## src/rtl/ads1115_target_pkg.sv

```systemverilog
// Shared definitions for the ADS1115 I2C target emulator: pointer codes, register reset values, FSM states.
package ads1115_target_pkg;

  localparam logic [1:0] PTR_CONV = 2'd0;
  localparam logic [1:0] PTR_CFG  = 2'd1;
  localparam logic [1:0] PTR_LO   = 2'd2;
  localparam logic [1:0] PTR_HI   = 2'd3;

  localparam logic [15:0] CFG_RST = 16'h8583;
  localparam logic [15:0] LO_RST  = 16'h8000;
  localparam logic [15:0] HI_RST  = 16'h7FFF;

  typedef enum logic [3:0] {
    S_IDLE, S_ADDR, S_ADDR_ACK, S_WR_PTR, S_PTR_ACK, S_WR_MSB, S_MSB_ACK,
    S_WR_LSB, S_LSB_ACK, S_RD_MSB, S_RD_LSB, S_RD_MACK, S_IGNORE
  } state_t;

endpackage

```

## src/rtl/i2c_line_sync.sv

```systemverilog
// SCL/SDA synchronisers with edge, START and STOP strobes derived from the synchronised levels.
module i2c_line_sync #(
  parameter int unsigned SYNC_STAGES = 2
) (
  input  logic clk,
  input  logic rst,
  input  logic i_scl,
  input  logic i_sda,
  output logic sda_s,
  output logic scl_rise_c,
  output logic scl_fall_c,
  output logic start_c,
  output logic stop_c
);

  logic [SYNC_STAGES-1:0] scl_ff, sda_ff;
  logic                   scl_q, sda_q;
  logic                   scl_s;

  // Released bus (both lines high) is the reset level so no spurious edges after reset
  always_ff @(posedge clk) begin
    if (rst) begin
      scl_ff <= '1;
      sda_ff <= '1;
      scl_q  <= 1'b1;
      sda_q  <= 1'b1;
    end else begin
      scl_ff <= {scl_ff[SYNC_STAGES-2:0], i_scl};
      sda_ff <= {sda_ff[SYNC_STAGES-2:0], i_sda};
      scl_q  <= scl_ff[SYNC_STAGES-1];
      sda_q  <= sda_ff[SYNC_STAGES-1];
    end
  end

  assign scl_s      = scl_ff[SYNC_STAGES-1];
  assign sda_s      = sda_ff[SYNC_STAGES-1];
  assign scl_rise_c = scl_s & ~scl_q;
  assign scl_fall_c = ~scl_s & scl_q;
  assign start_c    = scl_s & scl_q & ~sda_s & sda_q;
  assign stop_c     = scl_s & scl_q & sda_s & ~sda_q;

endmodule

```

## src/rtl/ads1115_target.sv

```systemverilog
// ADS1115 register-map I2C target. Optional ALERT/RDY pulse under macro ADS1115_TARGET_ALERT_EN.
module ads1115_target
  import ads1115_target_pkg::*;
#(
  parameter logic [6:0]  ADDR        = 7'h48,
  parameter int unsigned SYNC_STAGES = 2,
  parameter int unsigned ALERT_PULSE = 200
) (
  input  logic        clk,
  input  logic        rst,
  input  logic        i_scl,
  input  logic        i_sda,
  output logic        o_sda,
  input  logic [15:0] i_conv_data,
  input  logic        i_conv_valid,
  output logic [15:0] o_config,
  output logic        o_conv_start,
  output logic        o_alert
);

  logic sda_s, scl_rise_c, scl_fall_c, start_c, stop_c;

  i2c_line_sync #(.SYNC_STAGES(SYNC_STAGES)) u_sync (
    .clk        (clk),
    .rst        (rst),
    .i_scl      (i_scl),
    .i_sda      (i_sda),
    .sda_s      (sda_s),
    .scl_rise_c (scl_rise_c),
    .scl_fall_c (scl_fall_c),
    .start_c    (start_c),
    .stop_c     (stop_c)
  );

  state_t      state, state_nxt;
  logic [3:0]  cnt, cnt_nxt;
  logic [7:0]  shreg, shreg_nxt, msb, msb_nxt;
  logic        rw, rw_nxt, sda_r, sda_nxt, conv_start_r, conv_start_nxt;
  logic [1:0]  ptr, ptr_nxt;
  logic [15:0] conv, conv_nxt, cfg, cfg_nxt, lo, lo_nxt, hi, hi_nxt, snap, snap_nxt;
  logic [15:0] reg_sel, wr_val;

  always_comb begin
    reg_sel = conv;
    case (ptr)
      PTR_CFG: reg_sel = cfg;
      PTR_LO:  reg_sel = lo;
      PTR_HI:  reg_sel = hi;
      default: reg_sel = conv;
    endcase
  end

  assign wr_val = {msb, shreg[6:0], sda_s};

  always_ff @(posedge clk) begin
    if (rst) begin
      state        <= S_IDLE;
      cnt          <= 4'd0;
      shreg        <= 8'd0;
      msb          <= 8'd0;
      rw           <= 1'b0;
      ptr          <= PTR_CONV;
      conv         <= 16'h0000;
      cfg          <= CFG_RST;
      lo           <= LO_RST;
      hi           <= HI_RST;
      snap         <= 16'h0000;
      sda_r        <= 1'b1;
      conv_start_r <= 1'b0;
    end else begin
      state        <= state_nxt;
      cnt          <= cnt_nxt;
      shreg        <= shreg_nxt;
      msb          <= msb_nxt;
      rw           <= rw_nxt;
      ptr          <= ptr_nxt;
      conv         <= conv_nxt;
      cfg          <= cfg_nxt;
      lo           <= lo_nxt;
      hi           <= hi_nxt;
      snap         <= snap_nxt;
      sda_r        <= sda_nxt;
      conv_start_r <= conv_start_nxt;
    end
  end

  // Bits shift in on SCL rise; SDA drive changes only on SCL fall
  always_comb begin
    state_nxt      = state;
    cnt_nxt        = cnt;
    shreg_nxt      = shreg;
    msb_nxt        = msb;
    rw_nxt         = rw;
    ptr_nxt        = ptr;
    conv_nxt       = conv;
    cfg_nxt        = cfg;
    lo_nxt         = lo;
    hi_nxt         = hi;
    snap_nxt       = snap;
    sda_nxt        = sda_r;
    conv_start_nxt = 1'b0;

    if (i_conv_valid) conv_nxt = i_conv_data;

    if (stop_c) begin
      state_nxt = S_IDLE;
      sda_nxt   = 1'b1;
    end else if (start_c) begin
      state_nxt = S_ADDR;
      cnt_nxt   = 4'd0;
      sda_nxt   = 1'b1;
    end else begin
      case (state)
        S_ADDR, S_WR_PTR, S_WR_MSB, S_WR_LSB: begin
          if (scl_rise_c) begin
            shreg_nxt = {shreg[6:0], sda_s};
            cnt_nxt   = cnt + 4'd1;
            if (state == S_WR_LSB && cnt == 4'd7) begin
              case (ptr)
                PTR_CFG: begin
                  cfg_nxt        = wr_val;
                  conv_start_nxt = wr_val[15];
                end
                PTR_LO:  lo_nxt = wr_val;
                PTR_HI:  hi_nxt = wr_val;
                default: ;
              endcase
            end
          end else if (scl_fall_c && cnt == 4'd8) begin
            sda_nxt = 1'b0;
            case (state)
              S_ADDR: begin
                if (shreg[7:1] == ADDR) begin
                  state_nxt = S_ADDR_ACK;
                  rw_nxt    = shreg[0];
                end else begin
                  state_nxt = S_IGNORE;
                  sda_nxt   = 1'b1;
                end
              end
              S_WR_PTR: begin
                ptr_nxt   = shreg[1:0];
                state_nxt = S_PTR_ACK;
              end
              S_WR_MSB: begin
                msb_nxt   = shreg;
                state_nxt = S_MSB_ACK;
              end
              default: state_nxt = S_LSB_ACK;
            endcase
          end
        end
        S_ADDR_ACK: begin
          if (scl_rise_c && rw) begin
            snap_nxt = reg_sel;
          end else if (scl_fall_c) begin
            cnt_nxt   = 4'd0;
            state_nxt = rw ? S_RD_MSB : S_WR_PTR;
            sda_nxt   = rw ? snap[15] : 1'b1;
          end
        end
        S_PTR_ACK, S_LSB_ACK: begin
          if (scl_fall_c) begin
            state_nxt = S_WR_MSB;
            cnt_nxt   = 4'd0;
            sda_nxt   = 1'b1;
          end
        end
        S_MSB_ACK: begin
          if (scl_fall_c) begin
            state_nxt = S_WR_LSB;
            cnt_nxt   = 4'd0;
            sda_nxt   = 1'b1;
          end
        end
        // Ninth bit after the MSB is the master's ack slot; SDA stays released
        S_RD_MSB: begin
          if (scl_rise_c) begin
            cnt_nxt = cnt + 4'd1;
          end else if (scl_fall_c) begin
            if (cnt == 4'd9) begin
              state_nxt = S_RD_LSB;
              cnt_nxt   = 4'd0;
              sda_nxt   = snap[7];
            end else if (cnt == 4'd8) begin
              sda_nxt = 1'b1;
            end else begin
              sda_nxt = snap[4'd15 - cnt];
            end
          end
        end
        S_RD_LSB: begin
          if (scl_rise_c) begin
            cnt_nxt = cnt + 4'd1;
          end else if (scl_fall_c) begin
            if (cnt == 4'd8) begin
              state_nxt = S_RD_MACK;
              cnt_nxt   = 4'd0;
              sda_nxt   = 1'b1;
            end else begin
              sda_nxt = snap[4'd7 - cnt];
            end
          end
        end
        S_RD_MACK: begin
          if (scl_rise_c) begin
            if (sda_s) state_nxt = S_IGNORE;
            else       snap_nxt  = reg_sel;
          end else if (scl_fall_c) begin
            state_nxt = S_RD_MSB;
            cnt_nxt   = 4'd0;
            sda_nxt   = snap[15];
          end
        end
        default: ;
      endcase
    end
  end

  assign o_sda        = sda_r;
  assign o_config     = cfg;
  assign o_conv_start = conv_start_r;

`ifdef ADS1115_TARGET_ALERT_EN
  localparam int unsigned AW = $clog2(ALERT_PULSE + 1);
  logic [AW-1:0] alert_cnt;
  logic          alert_r;

  // RDY mode is hi[15]=1, lo[15]=0; a new strobe reloads the width
  always_ff @(posedge clk) begin
    if (rst) begin
      alert_cnt <= '0;
      alert_r   <= 1'b1;
    end else if (i_conv_valid && hi[15] && !lo[15]) begin
      alert_cnt <= AW'(ALERT_PULSE);
      alert_r   <= 1'b0;
    end else if (alert_cnt != '0) begin
      alert_cnt <= alert_cnt - AW'(1);
      alert_r   <= (alert_cnt == AW'(1));
    end else begin
      alert_r   <= 1'b1;
    end
  end

  assign o_alert = alert_r;
`else
  assign o_alert = 1'b1 | ALERT_PULSE[0];
`endif

endmodule

```

## config.mk

```make
export PLATFORM = sky130hd
export DESIGN_NAME = ads1115_target
export DESIGN_NICKNAME = d
export VERILOG_FILES = /design/src/rtl/ads1115_target_pkg.sv /design/src/rtl/i2c_line_sync.sv /design/src/rtl/ads1115_target.sv
export SDC_FILE = /design/constraint.sdc
export NUM_CORES = 1
export LEC_CHECK = 0
export CAP_MARGIN = 20
export CELL_PAD_IN_SITES_DETAIL_PLACEMENT = 0
export CELL_PAD_IN_SITES_GLOBAL_PLACEMENT = 1
export CORE_MARGIN = 2
export CORE_UTILIZATION = 51
export CTS_BUF_LIST = sky130_fd_sc_hd__clkbuf_4
export DETAILED_ROUTE_END_ITERATION = 10
export PLACE_DENSITY = 0.84
export REMOVE_ABC_BUFFERS = 1
export SYNTH_ARGS = -nofsm -noshare
export SYNTH_HDL_FRONTEND = slang
export SYNTH_SLANG_ARGS = --single-unit
```

## constraint.sdc

```tcl
create_clock -name clk -period 5.1 [get_ports clk]
set_input_delay 0.51 -clock clk [delete_from_list [all_inputs] [get_ports clk]]
set_output_delay 0.51 -clock clk [all_outputs]
set_load 0.03 [all_outputs]
```

# After elaboration in Yosys (flattened, before gate mapping)

Index checks and enable logic that the tools add are counted.
Widths: inputs -> output; s select.

Muxes and demuxes: 59
Bitwise operators: 17
Reduce and logical (&&, ||, !) cells: 26
Shifts and indexed selects: 0
Equality and inequality tests: 58
Add/subtract/negate cells: 3
Order comparisons: 2
Divide/modulo/power cells: 0
$mul: 0

Operators with widths:

| kind               | number |
|---|---|
| $mux 4             | 28 |
| $mux 16            | 3 |
| $pmux 16 s3        | 1 |
| $ne 3x3->1 const B | 15 |
| $reduce_and 6->1   | 6 |
| $ne 2x2->1 const B | 17 |
| $pmux 16 s2        | 1 |
| $reduce_and 15->1  | 2 |
| $pmux 4 s7         | 1 |
| $eq 4x4->1 const B | 6 |
| $pmux 4 s6         | 1 |
| $eq 4x3->1 const B | 5 |
| $mux 1             | 20 |
| $ne 4x4->1 const B | 5 |
| $reduce_bool 7->1  | 2 |
| $pmux 4 s3         | 1 |
| $reduce_and 12->1  | 1 |
| $lt 4x5->1 const B | 2 |
| $not 1->1          | 10 |
| $reduce_and 9->1   | 1 |
| $bmux 1 s4         | 2 |
| $eq 4x2->1 const B | 2 |
| $reduce_bool 8->1  | 1 |
| $and 1x1->1        | 7 |
| other kinds (20)   | 25 |

Register bits after elaboration: 115
Memories kept: 0
ROM bits: 0
Latch bits: 0
Memory bits (writable): 0
Logic and storage cells: 183
Output and inout bits: 19
Bits of input ports: 21

# Longest topological paths before layout

Gate-level depths: netlist of the first run.

Word-level depth: 8
Gate-level depth with buffers: 9
Mapped depth without buffers: 8

# Modules after synthesis

A second synthesis of the first run with hierarchy kept.

Cells, all modules: 585
Area total of the unflattened synthesis: 5411.4 um^2

Modules (own cells, without submodules):

| module         | times used | area an instance (um^2) | cells each |
|---|---|---|---|
| ads1115_target | 1          | 5221.3                  | 569 |
| i2c_line_sync  | 1          | 190.2                   | 16 |

# Worst setup path before layout of the first run

No wires, ideal clock.

Path type: flip-flop to flip-flop
Start point: register u_sync.scl_q
End point: register cnt[3]
Path slack: 3122 ps
Data arrival time: 1863 ps
Setup time: 115 ps
Cell stages (with the launch flop): 9
Cell sequence: dfxtp_1 > inv_1 > ha_1 > and3_1 > a211oi_2 > o221ai_1 > o31ai_4 > a21boi_1 > o21ba_2

Longest elaborated chain between the ends: 5
Elaborated cells on any way between the ends: 26

RTL lines:

| item                                                        | RTL line                                 | text |
|---|---|---|
| start, declared                                             | i2c_line_sync.sv:17                      | `logic scl_q, sda_q;` |
| start signal, assigned                                      | i2c_line_sync.sv:30                      | `scl_q <= scl_ff[SYNC_STAGES-1];` |
| $and 1x1->1 (tied with other cells)                         | i2c_line_sync.sv:39, i2c_line_sync.sv:40 |  |
| $and 1x1->1 (tied with other cells) (2 in series)           | i2c_line_sync.sv:39                      | `assign start_c = scl_s & scl_q & ~sda_s & sda_q;` |
| $ne 4x4->1 (no line) (tied with other cells)                | n/a                                      |  |
| $reduce_and 9->1 (no line) / $mux 4 (equally long branches) | n/a                                      |  |
| end signal, assigned                                        | ads1115_target.sv:72                     | `cnt <= cnt_nxt;` |
| end, declared                                               | ads1115_target.sv:36                     | `logic [3:0] cnt, cnt_nxt;` |

Several ways; a longest one is shown, not always the timed one. The select of a mux whose other input is x is not followed.
A chain may end at the register's enable or synchronous reset.

# Worst setup path in the final report of the first run

Start point: register u_sync.scl_ff[1]
End point: register lo[15]

Longest elaborated chain between the ends: 5
Elaborated cells on any way between the ends: 9

RTL lines:

| item                                                | RTL line                                 | text |
|---|---|---|
| start, declared                                     | i2c_line_sync.sv:16                      | `logic [SYNC_STAGES-1:0] scl_ff, sda_ff;` |
| start signal, assigned                              | i2c_line_sync.sv:28                      | `scl_ff <= {scl_ff[SYNC_STAGES-2:0], i_scl};` |
| $and 1x1->1                                         | i2c_line_sync.sv:39, i2c_line_sync.sv:40 |  |
| $and 1x1->1, on equally long branches (2 in series) | i2c_line_sync.sv:39, i2c_line_sync.sv:40 |  |
| $not 1->1 (no line)                                 | n/a                                      |  |
| $reduce_and 6->1 (no line) (*)                      | n/a                                      |  |
| end signal, assigned                                | ads1115_target.sv:79                     | `lo <= lo_nxt;` |
| end, declared                                       | ads1115_target.sv:40                     | `logic [15:0] conv, conv_nxt, cfg, cfg_nxt, lo, lo_nxt, hi, hi_nxt, snap, snap_nxt;` |

Every way passes the cells marked *; elsewhere a longest branch is shown, timed or not.

==> results by group, run 1 <==
Cells and area
  – Design area: 6270 um^2
  – Finished Layout Cells: approximately 760
  – # diodes: 0
  – P&R area growth vs syn: 11.0%
  – Fin nets: ~640
  – Core Util, Final: 57.9%
  – Share of cells above drive strength 1: a little over an eighth

Yosys
  – Post-synthesis cell count: roughly 590
  – EDFF count, synth: 0
  – Distinct cell type count after synthesis: 73
  – Async set-or-reset flop fraction in the synthesized netlist: 0%
  – Area share of the largest cell type after synthesis: roughly two fifths
  – Post-synth top cells: 115 x dfxtp_1, 84 x nand2_1, 70 x nor2_1
  – Synth Flop Type: dfxtp_1
  – Mapped cell area: ~5700 um^2
  – Most common cell in the netlist: dfxtp_1
  – Top post-synthesis cells by area: dfxtp_1 41%, mux2i_1 11%, mux4_2 6.8%, nand2_1 5.6%, nor2_1 4.6%
  – Register area share after synthesis: about two fifths
  – Yosys warnings: 0
  – Mean Syn Cell Area: around 9.5 um^2
  – Synth area leader: dfxtp_1
  – Post-synthesis register bit count: 115

Status
  – Outcome: finished, final reports clean

Drt
  – Routed vias: 4,349
  – First-pass DRT Iterations: 5
  – Vias per std cell: about 5.7
  – Drt initial violations: 259
  – WL final: 13,200 um
  – Final ANT Viol Nets: 0
  – Wire per inst: 17.4 um
  – DR DRC count: 0

Placement
  – Hpwl dp: 8680 um
  – DP Area: 5960 um^2
  – Placed instance count: 729
  – PortBufs: 38
  – Gpl congestion: 0.839

Clocking
  – Clock Latency Late Sink: 0.54 ns
  – Cts repair resizes: 0
  – CTS sink count: about 120
  – H-tree lvl count: 4
  – TritonCTS clock tree: built
  – Clk root buf: clkbuf_4
  – Reg clk slew, reported paths: 0.12 ns
  – # Post-CTS Setup Buffers: 0
  – Total CTS buffers: 17
  – Hold buffer count at CTS: 0
  – CTS max path bufs: 2

Critical path
  – Critical path launch point type: register
  – R2R Path End: lo[15]
  – Critical path type: reg2reg
  – CP Capture Point: lo[15]
  – Crit-path max FO: 17
  – Setup slack, reg-to-reg: 2.34 ns
  – Start point of the critical path: u_sync.scl_ff[1]
  – RR Startpoint: u_sync.scl_ff[1]
  – Data arrival, critical path: about 3.2 ns
  – Cells on worst reg2reg path: 5
  – CP endpoint kind: register
  – Worst EP required: 5.55 ns

Timing
  – Tcrit/Tclk final: 54.0%
  – Min Tclk post-route: about 2.8 ns
  – Slew headroom: 30.6%
  – Layout Skew: 0.0255 ns
  – Fmax: 363 MHz
  – Worst Tran Pin Value: 1.04 ns
  – Final setup fails: 0
  – RSZ-0062 raised after global routing: no
  – TNS Setup: 0 ns
  – Fin. max-slew vios: 0
  – Final hold violation count: 0

Global routing
  – Gr ovfl total: 0
  – Vias in the first global route: 4,131
  – Largest net degree at the start of global routing: 60
  – Gr usage total: 23.6%
  – Initial antenna violation count: 0
  – First-pass GRT wire length: 21,300 um

Power and ir drop
  – Tot Pwr: 2.07 mW
  – Peak supply drop: 263 uV
  – Power per cell area: approximately 330 nW/um^2
  – P_leak: between 2 and 2.5 nW

Die
  – Row count: 38
  – Initial Utilization: a little over half
  – Core box area: 10,800 um^2
  – Die ar.: 11,900 um^2
  – Chip Height: ~110 um
  – Die Wd: ~110 um
  – I/O pin count: 40

Worst hold path
  – Worst hold path class: in2reg

Job
  – MaxCap Viol Count: 0
flip-flops by register name, indices dropped and copies added (netlist names), 2 cells and up:
register and count:
hi 16, msb 8, lo 16, o_config 16, state 4, ptr 2, u_sync.scl_ff 2, shreg 8
snap 16, cnt 4, u_sync.sda_ff 2, conv 16
layout make-up:
type | count | area (um^2)
clock inverter | 14 | 150
sequential | 115 | 2300
timing repair buffer | 44 | 443
fill | 1021 | 4570
clock buffer | 18 | 135
tap | 140 | 175
inverter | 9 | 33.8
multi-input combinational | 422 | 3030
worst min-delay path by stage:
stage,start,endpoint,slack (ns),depth (start not counted)
floorplan,u_sync.scl_ff[0],u_sync.scl_ff[1],0.39,1
global placement,u_sync.sda_ff[0],u_sync.sda_ff[1],0.39,1
detailed placement,u_sync.sda_ff[0],u_sync.sda_ff[1],0.40,1
CTS,rst,o_config[12],0.42,2
global route,rst,msb[1],0.44,2
finish,rst,o_config[12],0.42,2
metrics by stage:
step / setup WS, ns / hold slack [ns]
2_1_floorplan: 2.62 / 0.389
3_3_place_gp: 2.45 / 0.391
5_1_grt: 2.08 / 0.438
3_5_place_dp: 2.37 / 0.404
6_report: 2.34 / 0.418
4_1_cts: 2.31 / 0.416
logic make-up (layout without fill, tap and decap cells):
logic type               Yosys count  in the layout  synth area share (%)
AO/OA/AOI/OAI                     87             87                  10.9
adder cells (fa/ha/maj)            6              6                  1.33
buffers and inverters             57             85                  5.58
flip-flops                       115            115                  40.7
multiplexers                      82             82                  19.2
other                              1              1                0.0664
AND/OR/NAND/NOR                  246            246                  22.2
per-layer routing:
metal	vias to the layer above	global-route usage (%)	wire, um
met5	-	0	0
met4	0	6.78	199
met3	17	5.68	519
met2	87	38.4	6410
met1	2127	31.3	6100
li1	2118	-	-
critical path, stage by stage, from the launching register on:
cell and delay (ns):
dfxtp_1 0.40, ha_1 0.61, and4_1 0.34, and4b_1 0.90, nor2b_1 0.11, a211o_1 0.29
report_power, final:
part	switching (mW)	internal, mW
clock network	0.380	0.300
logic	0.250	0.180
registers	0.0364	0.923
cells in the final DEF (no fill, tap or decap), types with 3 or more instances in the layout:
master / count
a211o_1: 8
a21oi_1: 29
a31oi_1: 5
and2_1: 5
and3_1: 4
buf_4: 6
clkbuf_4: 18
clkdlybuf4s50_1: 37
clkinv_4: 3
dfxtp_1: 115
ha_1: 6
inv_1: 9
inv_6: 4
mux2i_1: 60
mux4_1: 3
mux4_2: 17
nand2_1: 84
nand2b_1: 7
nand3_1: 7
nand3b_1: 20
nand4_1: 3
nor2_1: 70
nor2b_1: 13
nor3_1: 6
nor3b_1: 3
o211ai_1: 3
o21ai_0: 12
or2_2: 6
(Power assumes the default switching activity.)
==> inputs of run 2 (changes only) <==
--- a/config.mk
+++ b/config.mk
@@ -9,10 +9,10 @@
 export CELL_PAD_IN_SITES_DETAIL_PLACEMENT = 0
 export CELL_PAD_IN_SITES_GLOBAL_PLACEMENT = 1
 export CORE_MARGIN = 2
-export CORE_UTILIZATION = 51
+export CORE_UTILIZATION = 48
 export CTS_BUF_LIST = sky130_fd_sc_hd__clkbuf_4
 export DETAILED_ROUTE_END_ITERATION = 10
-export PLACE_DENSITY = 0.84
+export PLACE_DENSITY = 0.8
 export REMOVE_ABC_BUFFERS = 1
 export SYNTH_ARGS = -nofsm -noshare
 export SYNTH_HDL_FRONTEND = slang
==> constraint.sdc (replaced) <==
create_clock -name clk -period 2.9 [get_ports clk]
set_input_delay 0.29 -clock clk [delete_from_list [all_inputs] [get_ports clk]]
set_output_delay 0.29 -clock clk [all_outputs]
set_load 0.03 [all_outputs]
==> run 2 against run 1 <==
Sequential power is 77% higher. First-iteration DRC count up 45%. Core utilization down 2.0 points. Wire length increased by 2.0%. Count of clock-buffer cells in the layout is the same. Non-clock buffer count increased by 10. Fmax increased by 16%. Setup slack lost 1.8 ns. Clock skew decreased by 0.0050 ns. Hold slack worse by 0.27 ns. Global-route usage fell by 0.85 points. Critical path type unchanged. Largest cell class unchanged. Highest routed layer unchanged.
==> results by group, run 2 (synthesis results as in run 1) <==
Critical path
  – Critical path launch point type: register
  – Cells on worst reg2reg path: 6
  – CP max stage cell: dfxtp_1
  – CP endpoint kind: register
  – Worst EP required: ~3.3 ns
  – R2R Path End: state[1]
  – Critical path type: reg2reg
  – Setup slack, reg-to-reg: between 0.5 and 0.6 ns
  – CP peak stage delay: 0.86 ns
  – RR Startpoint: state[1]
  – Crit-path max FO: 26
  – Crit-path cells: nor2_1 > a32oi_1 > o21a_1 > and3b_2 > nand2_1 > a32o_1
  – Data arrival, critical path: 2.80 ns

Placement
  – Placed instance count: 743
  – Hpwl dp: about 9000 um
  – Setup slack at placement: around 0.6 ns
  – Gpl congestion: 0.930
  – DP Area: 6080 um^2
  – PortBufs: 38

Clocking
  – Hold buffer count at CTS: 0
  – CTS max path bufs: 2
  – # Post-CTS Setup Buffers: 0
  – TritonCTS clock tree: built
  – H-tree lvl count: 4
  – Reg clk slew, reported paths: 0.11 ns
  – Clock Latency Late Sink: 0.52 ns
  – CTS sink count: ~120
  – Clk root buf: clkbuf_4
  – Total CTS buffers: 17
  – Cts repair resizes: 0

Global routing
  – Gr usage total: a little under a quarter
  – Vias in the first global route: ~4,300
  – Largest net degree at the start of global routing: 82
  – Initial antenna violation count: 0
  – Gr ovfl total: 0
  – First-pass GRT wire length: approximately 23,000 um

Worst hold path
  – Worst hold path class: in2reg
  – HP Start: rst
  – WHS Endpoint: shreg[4]
  – Hold Path Cell Cnt: 2

Drt
  – Wire per inst: about 17 um
  – Final ANT Viol Nets: 0
  – DR DRC count: 0
  – Routed vias: 4,415
  – Drt initial violations: approximately 380
  – Vias per std cell: 5.70
  – First-pass DRT Iterations: 5
  – WL final: 13,500 um

Timing
  – Final hold violation count: 0
  – Layout Skew: 0.0206 ns
  – Slew headroom: 46.2%
  – Worst Tran Pin Value: 0.805 ns
  – Final hold slack: 0.146 ns
  – Fin. max-slew vios: 0
  – RSZ-0062 raised after global routing: no
  – Final setup fails: 0
  – Min Tclk post-route: 2.37 ns
  – Final setup margin: 0.529 ns
  – Fmax: 422 MHz
  – TNS Setup: 0 ns
  – Tcrit/Tclk final: 81.7%

Cells and area
  – Commonest non-fill, non-tap cells in the layout: 115 x dfxtp_1, 84 x nand2_1, 70 x nor2_1
  – Fin nets: 646
  – # diodes: 0
  – Share of cells above drive strength 1: 14.1%
  – Design area: 6400 um^2
  – Core Util, Final: between 50% and 60%
  – Most common cell after layout, fill and taps aside: dfxtp_1
  – Finished Layout Cells: 775
  – P&R area growth vs syn: 13.3%

Job
  – MaxCap Viol Count: 0

Power and ir drop
  – Power per cell area: 589 nW/um^2
  – Tot Pwr: ~3.8 mW
  – Peak supply drop: 611 uV
  – P_leak: around 2.5 nW

Status
  – Outcome: finished, final reports clean

Die
  – Die Wd: 113 um
  – Row count: 39
  – Die ar.: 12,700 um^2
  – I/O pin count: 40
  – Core box area: 11,500 um^2
  – Initial Utilization: roughly half
  – Chip Height: 113 um
-- run 2: changes by cell type in the layout (fill, tap and decap cells not counted), sizes merged --
cell | before | now
inv | 13 | 11
buf | 7 | 17
bufinv | 2 | 4
clkinv | 6 | 7
clkinvlp | 2 | 1
-- run 2: area by class of cell --
type	count	area, um^2
timing repair buffer	54	536
tap	143	179
clock buffer	18	135
inverter	9	33.8
fill	1033	5060
sequential	115	2300
clock inverter	14	184
multi-input combinational	422	3030
-- run 2: worst max-delay path by stage --
stage	start	to
2_1_floorplan	ptr[0]	o_config[0]
3_3_place_gp	state[1]	cnt[3]
3_5_place_dp	state[1]	cnt[3]
4_1_cts	state[1]	cnt[3]
5_1_grt	state[1]	cnt[3]
6_report	state[1]	state[1]
-- run 2: routing by layer --
metal	wire [um]	global-route usage, %	share of wire, %
met1	6410	30.8	47
met2	6410	36.0	47
met4	196	7.89	1.5
met5	0	0	0
met3	483	5.13	3.6
-- run 2: worst max-delay path, delay by kind of cell (launching register included) --
kind / cells / cell delay (ns)
AOI/OAI and AO/OA: 3 / 0.82
DFF: 1 / 0.86
and+or+nand+nor: 3 / 0.59
-- run 2: power breakdown --
part,switching (mW),internal [mW]
Clock,0.636,0.690
Sequential,0.0750,1.62
Combinational,0.428,0.321
Total,1.14,2.64
==> inputs of run 3 (changes only) <==
==> constraint.sdc (replaced) <==
create_clock -name clk -period 2.3 [get_ports clk]
set_input_delay 0.23 -clock clk [delete_from_list [all_inputs] [get_ports clk]]
set_output_delay 0.23 -clock clk [all_outputs]
set_load 0.03 [all_outputs]
==> run 3 against run 2 <==
Via count is essentially flat. Combinational power grew 42%. Cell count grew 2.7%. Largest power group unchanged. Largest cell class unchanged.
==> results by group, run 3 (synthesis results as in run 1) <==
Critical path
  – Critical path type: reg2reg
  – Crit-path max FO: 8
  – Worst EP required: ~2.8 ns
  – Critical path launch point type: register
  – CP endpoint kind: register
  – Data arrival, critical path: between 2 and 3 ns

Drt
  – Vias per std cell: 5.55
  – WL final: 13,800 um
  – Routed vias: roughly 4,400
  – Final ANT Viol Nets: 0
  – First-pass DRT Iterations: 5
  – DR DRC count: 0
  – Wire per inst: roughly 17 um
  – Drt initial violations: just over 300

Die
  – Initial Utilization: 49.3%
  – Row count: 39
  – I/O pin count: 40
  – Die Wd: 113 um
  – Core box area: 11,500 um^2
  – Chip Height: 113 um
  – Die ar.: ~13,000 um^2

Timing
  – Fin. max-slew vios: 0
  – Final hold violation count: 0
  – Min Tclk post-route: 2.16 ns
  – Final setup fails: 0
  – RSZ-0062 raised after global routing: no
  – Slew headroom: 65.7%
  – Layout Skew: 0.0152 ns
  – Tcrit/Tclk final: 94.1%
  – Final setup margin: 0.135 ns
  – Worst Tran Pin Value: 0.507 ns
  – Fmax: around 460 MHz

Global routing
  – Gr usage total: 23.0%
  – Vias in the first global route: 4,429
  – Gr ovfl total: 0
  – First-pass GRT wire length: 22,700 um
  – Initial antenna violation count: 0
  – Largest net degree at the start of global routing: between 50 and 60

Power and ir drop
  – Net Sw Frac: 30.6%
  – Internal power: 3.21 mW
  – Combinational power share: 22.9%
  – P_sw: between 1 and 1.5 mW
  – Sequential power share: about 46%
  – P_leak: 2.58 nW
  – Power per cell area: 712 nW/um^2
  – Peak supply drop: between 500 and 600 uV
  – Clock share of power: ~31%

Placement
  – Gpl congestion: 0.866
  – DP Area: 6220 um^2
  – Placed instance count: 763
  – Setup slack at placement: roughly 0.13 ns
  – PortBufs: 38
  – Hpwl dp: slightly below 10,000 um

Clocking
  – H-tree lvl count: 4
  – # Post-CTS Setup Buffers: 0
  – CTS max path bufs: 2
  – CTS sink count: roughly 120
  – Total CTS buffers: 17
  – Clock Latency Late Sink: 0.55 ns
  – Clk root buf: clkbuf_4
  – Reg clk slew, reported paths: 0.11 ns
  – TritonCTS clock tree: built

Job
  – MaxCap Viol Count: 0

Cells and area
  – Fin nets: 667
  – Most common cell after layout, fill and taps aside: dfxtp_1
  – Commonest non-fill, non-tap cells in the layout: 115 x dfxtp_1, 84 x nand2_1, 70 x nor2_1
  – Finished Layout Cells: 796
  – # diodes: 0
  – P&R area growth vs syn: 15.2%
  – Share of cells above drive strength 1: between 15 and 20%
  – Design area: 6510 um^2

Status
  – Outcome: finished, final reports clean

Worst hold path
  – Worst hold path class: in2reg
run 3: cell types whose count changed in the layout (fill, tap and decap cells not counted):
cell and delta:
inv_6 -2, bufinv_16 -2, dlygate4sd3_1 +1, buf_12 -1, o221ai_1 -1, buf_4 +21
clkbuf_4 +3, o221ai_2 +1, clkinv_2 +2, clkinv_1 -1
run 3: metal layers:
layer | GRT usage (%) | routed length (um) | vias up
li1 | - | - | 2186
met1 | 30.6 | 6470 | 2115
met2 | 36.6 | 6390 | 95
met3 | 6.26 | 712 | 20
met4 | 6.91 | 265 | 0
met5 | 0 | 0 | -
run 3: cell type report:
cell class / count / area, um^2
flip-flops and latches: 115 / 2300
repair buffers: 75 / 683
fillers: 1040 / 4960
clock inverters: 11 / 113
well taps: 143 / 179
clock buffers: 21 / 158
inverters: 9 / 33.8
multi-input cells: 422 / 3040
run 3: through the flow:
step	util [%]	hold slack, ns	TNS [ns]	total power, mW
floorplan	-	0.299	-2.14	2.82
global placement	54.3	0.396	0	3.22
detailed placement	54.3	0.404	0	3.21
CTS	56.7	0.220	0	4.66
global route	56.8	0.221	0	4.87
finish	56.8	0.242	0	4.63
run 3: worst max-delay path, stage by stage, from the launching register on:
cell and delay [ns]:
dfxtp_1 0.42, inv_1 0.12, ha_1 0.24, nand4b_4 0.13
a221oi_1 0.35, o32ai_1 0.20, and3b_2 0.32, nand2_1 0.06
a32o_1 0.24
run 3: worst paths after layout:
check	from	to	slack (ns)	depth (start not counted)
hold / removal	i_sda	u_sync.sda_ff[0]	0.24	2
hold reg to reg	u_sync.sda_ff[0]	u_sync.sda_ff[1]	0.43	1
setup / recovery	cnt[1]	state[1]	0.14	8
setup reg to reg	cnt[1]	state[1]	0.14	8
run 3: power groups by stage:
stage / sequential (mW) / clock (mW) / combinational, mW
after floorplan: 2.22 / 0 / 0.599
after global placement: 2.18 / 0 / 1.05
after detailed placement: 2.17 / 0 / 1.04
after CTS: 2.13 / 1.48 / 1.05
after global routing: 2.14 / 1.58 / 1.16
final: 2.13 / 1.45 / 1.06
run 3: what timing repair did:
item / in CTS / in global routing
endpoints found under the setup margin: 0 / 3
gates resized for setup: 0 / 1
hold buffers: 1 / 0
endpoints found under the hold margin: 6 / 0
